===== src/rtl/f_pc_unit.sv =====
// Fetch-stage PC register and F/D pipeline register for the five-stage MIPS core.
// Flags misaligned or out-of-range fetch addresses and tags delay-slot instructions.
module f_pc_unit #(
    parameter logic [31:0] RESET_PC  = 32'h0000_3000,
    parameter logic [31:0] EXC_ENTRY = 32'h0000_4180,
    parameter logic [31:0] TEXT_LO   = 32'h0000_3000,
    parameter logic [31:0] TEXT_HI   = 32'h0000_6ffc
) (
    input  logic        clk,
    input  logic        reset,
    input  logic [31:0] npc,
    input  logic        D_is_branch,
    input  logic        stall,
    input  logic        req,
    input  logic        eret,
    input  logic [31:0] EPC,
    input  logic [31:0] F_instr,
    output logic [31:0] i_inst_addr,
    output logic [31:0] F_PC,
    output logic        F_ExcAdEL,
    output logic        F_BD,
    output logic [31:0] D_PC,
    output logic [31:0] D_instr,
    output logic        D_ExcAdEL,
    output logic        D_BD
);

    // Unsigned compares: anything outside the text segment or not word aligned faults.
    always_comb begin
        F_ExcAdEL   = (F_PC[1:0] != 2'b00) || (F_PC < TEXT_LO) || (F_PC > TEXT_HI);
        F_BD        = D_is_branch;
        i_inst_addr = F_PC;
    end

    // NOTE: non-blocking assignments so every register samples pre-edge values.
    always_ff @(posedge clk) begin
        if (reset) begin
            F_PC      <= RESET_PC;
            D_PC      <= 32'h0;
            D_instr   <= 32'h0;
            D_ExcAdEL <= 1'b0;
            D_BD      <= 1'b0;
        end else if (req) begin
            // The bubble carries the handler address so CP0 sees a valid PC in D.
            F_PC      <= EXC_ENTRY;
            D_PC      <= EXC_ENTRY;
            D_instr   <= 32'h0;
            D_ExcAdEL <= 1'b0;
            D_BD      <= 1'b0;
        end else if (eret) begin
            F_PC      <= EPC;
            D_PC      <= EPC;
            D_instr   <= 32'h0;
            D_ExcAdEL <= 1'b0;
            D_BD      <= 1'b0;
        end else if (!stall) begin
            // A faulting fetch never forwards memory data; D gets a nop.
            F_PC      <= npc;
            D_PC      <= F_PC;
            D_instr   <= F_ExcAdEL ? 32'h0 : F_instr;
            D_ExcAdEL <= F_ExcAdEL;
            D_BD      <= F_BD;
        end
    end

endmodule


===== config.mk =====
export PLATFORM = sky130hd
export DESIGN_NAME = f_pc_unit
export DESIGN_NICKNAME = d
export VERILOG_FILES = /design/src/rtl/f_pc_unit.sv
export SDC_FILE = /design/constraint.sdc
export NUM_CORES = 1
export LEC_CHECK = 0
export BUFFER_PORTS_ARGS = -buffer_cell sky130_fd_sc_hd__buf_2
export CORE_MARGIN = 2
export CORE_UTILIZATION = 40
export DETAILED_ROUTE_END_ITERATION = 12
export PLACE_DENSITY = 0.83
export SLEW_MARGIN = 40
export SYNTH_ARGS = -nofsm -noshare
export SYNTH_HDL_FRONTEND = slang
export SYNTH_SLANG_ARGS = --single-unit

===== constraint.sdc =====
create_clock -name clk -period 1.3 [get_ports clk]
set_input_delay 0.13 -clock clk [delete_from_list [all_inputs] [get_ports clk]]
set_output_delay 0.13 -clock clk [all_outputs]
set_load 0.01 [all_outputs]

* Word level (Yosys, flattened, before mapping)
Cells that the tools add are included.
Word-level totals: input bits 102, output and inout bits 132, word-level logic and storage cells 23, register bits 98
Cells by class: magnitude comparators 2, mux-type cells 7, reductions and logical operators 5, equal/unequal tests 2
Operators by type and width (count):
- 2-to-1 mux 32 bit | 5
- > comparator 32 x 15 -> 1 bit, second input constant | 1
- less-than comparator 32 x 14 -> 1 bit, second input constant | 1
- 2-to-1 mux 15 bit | 2
- inequality test 3 x 1 -> 1 bit, second input constant | 1
- OR reduction 3 bit | 1
- logical OR 1 bit | 2
- inequality test 2 x 1 -> 1 bit, second input constant | 1
- nonzero test 2 bit | 1
- OR reduction 2 bit | 1

* Logic depth before layout (Yosys ltp)
Gate-level depths: netlist (run 1).
depth after elaboration 4, mapped depth 5, depth with buffers taken out 4

* Worst setup path before layout (run 1)
Ideal clock, no wire load.
path type register to register, from register F_PC[17], to register D_ExcAdEL, library setup time 0.115 ns, data arrival time 1.248 ns, buffers on the path 1, required time 1.185 ns, setup slack -0.062 ns, period minus slack after synthesis 1.362 ns, stages on the path, launching flop included 6, path through dfxtp_1 nor4_1 and3_1 nand4_2 buf_4 o21a_1
Between the ends: longest elaborated chain between the ends 3, elaborated cells between the ends (all ways) 4, those cells by class order compare: 2; reduce/logical: 2
Ends and longest elaborated chain:
- start: declaration | RTL line 19 | output logic [31:0] F_PC,
- start signal: assignment | RTL line 58 | F_PC <= npc;
- less-than comparator 32 x 14 -> 1 bit | RTL line 30 | F_ExcAdEL = (F_PC[1:0] != 2'b00) || (F_PC < TEXT_LO) || (F_PC > TEXT_HI);
- logical OR 1 bit | RTL line 30
- logical OR 1 bit * | RTL line 30
- net F_ExcAdEL | RTL line 20 | output logic F_ExcAdEL,
- end signal: assignment | RTL line 61 | D_ExcAdEL <= F_ExcAdEL;
- end: declaration | RTL line 24 | output logic D_ExcAdEL,
The timed path passes the listed nets; every way through them passes the cells marked *. A chain may end at the register's enable or synchronous reset.

* Worst setup path after layout (run 1)
from register F_PC[0], to output port F_ExcAdEL
Between the ends: longest elaborated chain between the ends 3, elaborated cells between the ends (all ways) 5, those cells by class order compare: 2; reduce/logical: 3
Ends and longest elaborated chain (RTL line):
- less-than comparator 32 x 14 -> 1 bit or nonzero test 2 bit (tied branches) | 30
- logical OR 1 bit | 30
- logical OR 1 bit * | 30
- end: declaration | 20
Every way passes the cells marked *; elsewhere a longest branch is shown, timed or not.

==> results of run 1 <==
==> cell type report <==
class                           instances  area, um^2
Timing Repair Buffer                  273        1620
Fill cell                             908        4290
Tap cell                              136         170
Inverter                                8        30.0
Multi-Input combinational cell        277        1950
Sequential cell                        98        1970
Clock inverter                          7         165
Clock buffer                            9         124
==> worst paths after layout <==
| check | startpoint | to | slack [ns] | cells after the start |
|---|---|---|---|---|
| hold / removal | F_instr[24] | D_instr[24] | 0.02 | 3 |
| hold reg to reg | D_instr[26] | D_instr[26] | 0.47 | 2 |
| setup reg to reg | F_PC[0] | D_instr[23] | -0.36 | 7 |
| setup / recovery | F_PC[0] | F_ExcAdEL | -0.38 | 5 |
==> critical path, cell delays in order, from the launching register on <==
cell	delay (ns)
dfxtp_2	0.34
nor4_4	0.27
and3_4	0.23
nand4_4	0.09
buf_12	0.15
buf_6	0.11
==> registers in the layout, summed over array words and instances (netlist names) <==
name       flops
D_ExcAdEL      1
D_BD           1
D_instr       32
D_PC          32
F_PC          32
==> layer usage <==
metal | global-route usage [%] | share of wire (%)
met5 | 0 | 0
met4 | 7.70 | 1.7
met3 | 4.44 | 7.4
met2 | 35.2 | 51
met1 | 22.6 | 40
==> cell families (layout without fill, tap and decap cells) <==
| family | Yosys count | count (layout) | synth area share, % |
|---|---|---|---|
| buffers and inverters | 78 | 297 | 10.8 |
| AND/OR/NAND/NOR | 89 | 89 | 12.9 |
| multiplexers | 59 | 59 | 13.9 |
| flip-flops | 98 | 98 | 46.2 |
| AO/OA/AOI/OAI | 128 | 128 | 16.0 |
| XOR/XNOR | 1 | 1 | 0.206 |
==> power groups by stage <==
stage	clock, mW	combinational (mW)	sequential (mW)
floorplan	0	0.513	3.31
global placement	0	0.975	3.23
detailed placement	0	0.997	3.24
CTS	2.80	1.05	3.17
finish	2.75	1.08	3.18
global route	2.94	1.16	3.19
==> Yosys cell counts, drive strengths merged, types with 2 or more instances <==
cell type  instances  area, um^2
dfxtp             98        1960
mux2i             59         591
o21ai             59         295
a21oi             58         290
buf               55         368
nand3             32         160
nand3b            32         240
clkbuf            15        60.1
inv                8        30.0
nand2              8        30.0
a221oi             6        52.6
nor2               5        26.3
nor4               4        25.0
a2111oi            2        17.5
a211oi             2        15.0
nand2b             2        12.5
nor3               2        21.3
or2                2        12.5
==> metrics by stage <==
| stage | total power [mW] | hold WS [ns] |
|---|---|---|
| after detailed placement | 4.24 | 0.402 |
| after floorplan | 3.82 | 0.274 |
| after global placement | 4.21 | 0.376 |
| after global routing | 7.29 | 0.0181 |
| after CTS | 7.03 | 0.00262 |
| final | 7.00 | 0.0248 |
==> repair_timing <==
action | CTS | global route
gates cloned | 1 | 1
resized for setup | 25 | 14
setup endpoints to repair | 34 | 34
buffers inserted | 4 | 2
endpoints found under the hold margin | 0 | 1
hold buffers | 0 | 1
pin swaps | 3 | 11
==> flow_metrics.env, run 1 <==
export IMPL_worst_pin_slew_ns=0.319
export IMPL_grt_max_degree=77
export IMPL_dp_cells=784
export IMPL_final_util_pct=58.4
export IMPL_drt_iter0_drc=321
export IMPL_setup_violations=34
export IMPL_grt_pass1_wl_mm=18.2
export IMPL_fin_crit_sh_pct=129
export IMPL_placed_cell_area_um2=5490
export IMPL_swShare_pct=24.3
export IMPL_switching_power_mw=1.70
export IMPL_drive_above_1_share_pct=47.9
export IMPL_slew_headroom_pct=78.2
export IMPL_worstSetupPathType="register to output pin"
export IMPL_rsz0062_at_grt="true"
export IMPL_wl_per_cell_um=14.8
export IMPL_antenna_found_initial=0
export IMPL_io_pins=234
export IMPL_ys_flop_type="dfxtp_1"
export IMPL_dieHeight_um=107
export IMPL_seq_area_frac_synth_pct=46.2
export IMPL_num_nets_final=769
export IMPL_clock_skew_ns=0.0127
export IMPL_p_seq_share_pct=45.4
export IMPL_clkPwrFrac_pct=39.3
export IMPL_end_kind="output pin"
export IMPL_final_cell_mix="231 x buf_2, 94 x dfxtp_1, 59 x mux2i_1"
export IMPL_violations="setup timing"
export IMPL_rows=37
export IMPL_die_x_um=107
export IMPL_cts_root_buf="clkbuf_8"
export IMPL_port_buffers=233
export IMPL_hold_violations=0
export IMPL_hold_class="input pin to register"
export IMPL_ys_seq_elements=98
export IMPL_gp_congestion=0.823
export IMPL_start_util_pct=41.1
export IMPL_vdd_ir_drop_max_v=0.000809
export IMPL_clock_sinks=98
export IMPL_critPathArrivalTime_ns=1.55
export IMPL_clock_path_buffers=2
export IMPL_routed_wirelength_mm=11.9
export IMPL_synth_edf_count=0
export IMPL_required_ns=1.17
export IMPL_ant_nets=0
export IMPL_synth_warnings=0
export IMPL_grtUsageTotal_pct=19.7
export IMPL_setup_ws_ns=-0.379
export IMPL_p_int_mw=5.30
export IMPL_cts_htree_levels=3
export IMPL_path_clk_slew_ns=0.09
export IMPL_dp_hpwl_mm=8.61
export IMPL_setup_tns_ns=-10.56
export IMPL_async_reset_ff_share_pct=0
export IMPL_drc=0
export IMPL_dieArea_um2=11500
export IMPL_syn_avg_cell_area_um2=9.37
export IMPL_period_minus_slack_ns=1.68
export IMPL_cts_buffers=9
export IMPL_combPwrFrac_pct=15.4
export IMPL_status="complete, but fails checks"
export IMPL_antenna_cells=0
export IMPL_grt_pass1_vias=3918
export IMPL_netlist_area_um2=4240
export IMPL_viasPerCell=5.09
export IMPL_layout_commonest_cell="buf_2"
export IMPL_syn_nets=555
export IMPL_first_pass_iters=4
export IMPL_p_per_area_nw_per_um2=1160
export IMPL_max_cap_violations=0
export IMPL_ys_types=28
export IMPL_via_count=4113
export IMPL_cellLeakagePower_nw=2.95
export IMPL_path_max_fanout=2
export IMPL_tritoncts="done"
export IMPL_detailedPlace_worstSlack_ns=-0.189
export IMPL_layout_cells_non_filler=808
export IMPL_maxSlewViolCount=0
export IMPL_clock_fmax_mhz=596
export IMPL_clock_latency_ns=0.36
export IMPL_design_area_um2=6030
export IMPL_area_growth_pct=42.1
export IMPL_coreArea_um2=10300
export IMPL_grt_remaining_overflow=0
export IMPL_syn_inst=453
export IMPL_startpoint_type="register"
Power figures use the tool's default switching activity.
==> run 2, diff against run 1 <==
--- a/config.mk
+++ b/config.mk
@@ -6,10 +6,10 @@
 export NUM_CORES = 1
 export LEC_CHECK = 0
 export BUFFER_PORTS_ARGS = -buffer_cell sky130_fd_sc_hd__buf_2
-export CORE_MARGIN = 2
-export CORE_UTILIZATION = 40
+export CORE_MARGIN = 5
+export CORE_UTILIZATION = 45
 export DETAILED_ROUTE_END_ITERATION = 12
-export PLACE_DENSITY = 0.83
+export PLACE_DENSITY = 0.81
 export SLEW_MARGIN = 40
 export SYNTH_ARGS = -nofsm -noshare
 export SYNTH_HDL_FRONTEND = slang
==> constraint.sdc (replaced) <==
create_clock -name clk -period 1.65 [get_ports clk]
set_input_delay 0.165 -clock clk [delete_from_list [all_inputs] [get_ports clk]]
set_output_delay 0.165 -clock clk [all_outputs]
set_load 0.01 [all_outputs]
==> run 2 against run 1 <==
Effect of this change:
- the run now ends clean
- register-to-register slack gained 0.44 ns
- via count shrank 3.4%
- sequential power shrank 21%
- non-clock buffer count shrank 27
- die area grew 0.21%
- clock skew is essentially flat
- sequential share of layout area grew 2.5 points
- core utilization grew 2.6 points
- critical path depth shrank 1
- clock power shrank 36%
- final area shrank 7.0%
- cell count shrank 6.4%
- largest power group unchanged
- highest routed layer unchanged
==> flow_metrics.env, run 2 (same netlist as run 1, synthesis figures left out) <==
export IMPL_worstSetupPathType="register to output pin"
export IMPL_dieArea_um2=11500
export IMPL_drive_above_1_share_pct=42.9
export IMPL_grt_pass1_vias=3938
export IMPL_cts_buffers=9
export IMPL_routed_wirelength_mm=12.4
export IMPL_nFillCells=817
export IMPL_end_kind="output pin"
export IMPL_antenna_cells=0
export IMPL_via_count=3972
export IMPL_ant_nets=0
export IMPL_grtUsageTotal_pct=20.3
export IMPL_area_growth_pct=32.2
export IMPL_die_x_um=107
export IMPL_startpoint_type="register"
export IMPL_required_ns=1.48
export IMPL_critPathMaxStageDelay_ns=0.37
export IMPL_tritoncts="done"
export IMPL_viasPerCell=5.25
export IMPL_worst_pin_slew_ns=0.398
export IMPL_largestRegisters="D_PC (32), D_instr (32), F_PC (32)"
export IMPL_io_pins=234
export IMPL_rrSetupSlack_ns=0.08
export IMPL_clock_path_buffers=2
export IMPL_drc=0
export IMPL_design_area_um2=5610
export IMPL_num_nets_final=742
export IMPL_path_clk_slew_ns=0.10
export IMPL_rows=35
export IMPL_first_pass_iters=4
export IMPL_setup_violations=0
export IMPL_critPathArrivalTime_ns=1.47
export IMPL_drt_iter0_drc=163
export IMPL_r2r_start="F_PC[20]"
export IMPL_dp_cells=738
export IMPL_final_cell_mix="231 x buf_2, 95 x dfxtp_1, 59 x mux2i_1"
export IMPL_clock_skew_ns=0.0127
export IMPL_dieHeight_um=107
export IMPL_slew_headroom_pct=72.8
export IMPL_path_max_fanout=2
export IMPL_gp_congestion=0.807
export IMPL_port_buffers=233
export IMPL_clock_latency_ns=0.35
export IMPL_crit_path_end="F_ExcAdEL"
export IMPL_period_minus_slack_ns=1.63
export IMPL_clock_sinks=98
export IMPL_clock_fmax_mhz=612
export IMPL_r2r_cells=6
export IMPL_max_cap_violations=0
export IMPL_start_util_pct=46.1
export IMPL_worstPathCellList="nor4_4 > and3_4 > nand4_4 > buf_6"
export IMPL_rsz0062_at_grt="true"
export IMPL_layout_cells_non_filler=756
export IMPL_wl_per_cell_um=16.3
export IMPL_grt_max_degree=92
export IMPL_coreArea_um2=9200
export IMPL_maxSlewViolCount=0
export IMPL_antenna_found_initial=0
export IMPL_cellLeakagePower_nw=2.73
export IMPL_cts_root_buf="clkbuf_8"
export IMPL_fin_crit_sh_pct=99.0
export IMPL_grt_pass1_wl_mm=19.0
export IMPL_p_per_area_nw_per_um2=897
export IMPL_hold_class="input pin to register"
export IMPL_cts_htree_levels=3
export IMPL_grt_remaining_overflow=0
export IMPL_vdd_ir_drop_max_v=0.000527
export IMPL_placed_cell_area_um2=5280
export IMPL_layout_commonest_cell="buf_2"
export IMPL_dp_hpwl_mm=9.18
export IMPL_critical_path_slowest_cell="dfxtp_4"
export IMPL_hold_violations=0
export IMPL_r2r_end="D_instr[29]"
export IMPL_crit_start="F_PC[20]"
export IMPL_status="complete, no violations"
## run 2: repair_timing
action,in CTS,in global routing
buffers inserted,2,0
resized for setup,12,8
hold buffers,0,0
endpoints found under the setup margin,5,14
pin swaps,2,2
## run 2: metal layers
layer,global-route usage [%],vias up,routed length [um]
li1,-,1955,-
met1,23.7,1836,4870
met2,36.0,162,6190
met3,5.78,19,1090
met4,6.12,0,201
met5,0,-,0
## run 2: report_power, final
part / switching (mW) / internal, mW
Sequential: 0.0726 / 2.45
Clock: 0.846 / 0.909
Combinational: 0.403 / 0.352
Total: 1.32 / 3.71
## run 2: worst max-delay path: cells and delay by family (launching register included)
kind | cells | cell delay (ns)
buffers and inverters | 1 | 0.15
DFF | 1 | 0.37
and+or+nand+nor | 3 | 0.61
## run 2: worst min-delay path by stage
stage | startpoint | endpoint | depth (start not counted) | slack, ns
global route | F_instr[3] | D_instr[3] | 3 | 0.06
finish | F_instr[25] | D_instr[25] | 3 | 0.06
CTS | F_instr[25] | D_instr[25] | 3 | 0.05
floorplan | D_is_branch | D_BD | 2 | 0.31
detailed placement | D_is_branch | D_BD | 3 | 0.43
global placement | D_is_branch | D_BD | 3 | 0.42
## run 2: cell type report
| type | count | area [um^2] | area share (%) |
|---|---|---|---|
| repair buffers | 246 | 1350 | 24.0 |
| well taps | 111 | 139 | 2.48 |
| clock inverters | 5 | 86.3 | 1.54 |
| flip-flops and latches | 98 | 1970 | 35.1 |
| multi-input cells | 277 | 1900 | 33.8 |
| inverters | 8 | 30.0 | 0.535 |
| clock buffers | 11 | 141 | 2.52 |
## run 2: stage by stage
step	TNS, ns	util (%)	total power [mW]	hold slack (ns)	setup WS (ns)
floorplan	0	-	3.01	0.309	0.288
global placement	0	57.4	3.28	0.418	0.0850
detailed placement	-0.0169	57.4	3.30	0.426	-0.0169
CTS	-0.0197	60.7	5.07	0.0459	-0.0197
global route	-0.0723	61.0	5.25	0.0591	-0.0714
finish	0	61.0	5.03	0.0624	0.0159
==> run 3, diff against run 2 <==
--- a/config.mk
+++ b/config.mk
@@ -9,7 +9,8 @@
 export CORE_MARGIN = 5
 export CORE_UTILIZATION = 45
 export DETAILED_ROUTE_END_ITERATION = 12
-export PLACE_DENSITY = 0.81
+export MAX_ROUTING_LAYER = met4
+export PLACE_DENSITY_LB_ADDON = 0.12
 export SLEW_MARGIN = 40
 export SYNTH_ARGS = -nofsm -noshare
 export SYNTH_HDL_FRONTEND = slang
==> run 3 against run 2 <==
Effect of this change:
- sequential cell count is the same
- critical path depth is the same
- largest power group unchanged
- combinational power grew 0.8%
- via count shrank 0.73%
- core utilization shrank 0.39 points
- largest cell class unchanged
- clock skew shrank 0.0012 ns
- setup slack lost 0.00084 ns
- clock-buffer cell count shrank 2
- global-route usage grew 0.30 points
- fmax is essentially flat
==> flow_metrics.env, run 3 (same netlist as run 1, synthesis figures left out) <==
export IMPL_r2r_cells=6
export IMPL_setup_tns_ns=0
export IMPL_die_x_um=107
export IMPL_coreArea_um2=9200
export IMPL_wl_per_cell_um=15.9
export IMPL_cellLeakagePower_nw=2.70
export IMPL_hold_buffers=0
export IMPL_drive_above_1_share_pct=43.1
export IMPL_p_per_area_nw_per_um2=836
export IMPL_dieHeight_um=107
export IMPL_cp_depth=4
export IMPL_rsz0062_at_grt="true"
export IMPL_largestRegisters="D_PC (32), D_instr (32), F_PC (32)"
export IMPL_multi_input_area_um2=1880
export IMPL_maxSlewViolCount=0
export IMPL_crit_start="F_PC[20]"
export IMPL_rows=35
export IMPL_port_buffers=233
export IMPL_startpoint_type="register"
export IMPL_max_cap_violations=0
export IMPL_vdd_ir_drop_max_v=0.000501
export IMPL_path_max_fanout=2
export IMPL_r2r_start="F_PC[20]"
export IMPL_drt_iter0_drc=156
export IMPL_first_pass_iters=4
export IMPL_power_total_mw=4.66
export IMPL_critPathArrivalTime_ns=1.47
export IMPL_tritoncts="done"
export IMPL_grt_pass1_wl_mm=18.4
export IMPL_period_minus_slack_ns=1.63
export IMPL_dieArea_um2=11500
export IMPL_clock_fmax_mhz=612
export IMPL_status="complete, no violations"
export IMPL_cts_htree_levels=3
export IMPL_grt_max_degree=65
export IMPL_fin_crit_sh_pct=99.1
export IMPL_hold_class="input pin to register"
export IMPL_routed_wirelength_mm=12.1
export IMPL_worstPathCellList="nor4_4 > and3_4 > nand4_4 > buf_6"
export IMPL_area_growth_pct=31.3
export IMPL_worstSetupPathType="register to output pin"
export IMPL_gp_congestion=0.799
export IMPL_cts_buffers=9
export IMPL_io_pins=234
export IMPL_dp_hpwl_mm=8.97
export IMPL_path_clk_slew_ns=0.10
export IMPL_final_cell_mix="231 x buf_2, 95 x dfxtp_1, 59 x mux2i_1"
export IMPL_via_count=3943
export IMPL_cp_top_family="simple AND/OR/NAND/NOR gates"
export IMPL_layout_commonest_cell="buf_2"
export IMPL_dp_cells=741
export IMPL_placed_cell_area_um2=5300
export IMPL_design_area_um2=5570
export IMPL_grtUsageTotal_pct=20.6
export IMPL_num_nets_final=747
export IMPL_critPathBufInv=1
export IMPL_holdPathStages=3
export IMPL_clock_path_buffers=2
export IMPL_worstHoldStart="F_instr[0]"
export IMPL_start_util_pct=46.1
export IMPL_viasPerCell=5.18
export IMPL_clock_latency_ns=0.35
export IMPL_grt_remaining_overflow=0
export IMPL_clock_sinks=98
export IMPL_drc=0
export IMPL_final_seq_area_um2=1970
export IMPL_clock_skew_ns=0.0115
export IMPL_hold_violations=0
export IMPL_required_ns=1.48
export IMPL_layout_cells_non_filler=761
export IMPL_slew_headroom_pct=74.0
export IMPL_nFillCells=845
export IMPL_grt_pass1_vias=3758
export IMPL_worst_pin_slew_ns=0.386
export IMPL_critical_path_slowest_cell="dfxtp_2"
export IMPL_ant_nets=0
export IMPL_antenna_found_initial=0
export IMPL_cts_root_buf="clkbuf_8"
export IMPL_hold_slack_ns=0.0627
export IMPL_end_kind="output pin"
export IMPL_setup_violations=0
export IMPL_critPathMaxStageDelay_ns=0.35
[run 3: cell count changes in the layout (fill, tap and decap cells not counted)]
cell        previous run  this run
buf_4                  8        13
bufinv_16              2         0
clkbuf_1               1         0
clkbuf_8              10         9
clkinv_2               0         1
clkinv_4               2         0
clkinvlp_4             0         4
diode_2                0         1
nor4_2                 1         2
nor4_4                 3         2
o21ai_0               24        26
o21ai_2                2         0
[run 3: repair_timing]
| action | in CTS | in global routing |
|---|---|---|
| cloned | 0 | 0 |
| resized for setup | 13 | 2 |
| pin swaps | 3 | 1 |
| endpoints found under the setup margin | 10 | 4 |
| buffers inserted | 4 | 0 |
[run 3: area by class of cell]
type | instances | area share (%)
clock buffer | 9 | 2.22
inverter | 8 | 0.539
tap | 111 | 2.49
clock inverter | 6 | 0.786
antenna | 1 | 0.0449
timing repair buffer | 251 | 24.9
multi-input combinational | 277 | 33.7
sequential | 98 | 35.3
[run 3: tightest hold or removal path, delay by kind of cell]
family	cells	cell delay, ns
buffers and inverters	1	0.09
AO/OA/AOI/OAI	1	0.05
AND/OR/NAND/NOR	1	0.07
[run 3: stage by stage]
stage	utilization, %	setup WS, ns
2_1_floorplan	-	0.288
3_3_place_gp	57.7	0.0401
3_5_place_dp	57.7	-0.0376
4_1_cts	60.5	-0.0264
5_1_grt	60.6	-0.0647
6_report	60.6	0.0151
[run 3: final timing paths]
check | to | slack, ns
setup / recovery | F_ExcAdEL | 0.02
hold / removal | D_instr[0] | 0.06
setup reg to reg | D_instr[31] | 0.08
hold reg to reg | D_instr[22] | 0.47
[run 3: routing by layer]
metal	up-vias	track usage (%)	part of all wire, %
met1	1804	24.7	42
li1	1970	-	-
met4	0	7.03	1.2
met2	157	34.5	49
met5	-	-	0
met3	12	4.33	7.8
[run 3: report_power, final]
part	switching [mW]	internal, mW	total [mW]	leakage (nW)
clock network	0.837	0.543	1.38	0.0737
logic	0.405	0.357	0.762	1.83
registers	0.0668	2.45	2.51	0.802
total	1.31	3.35	4.66	2.70
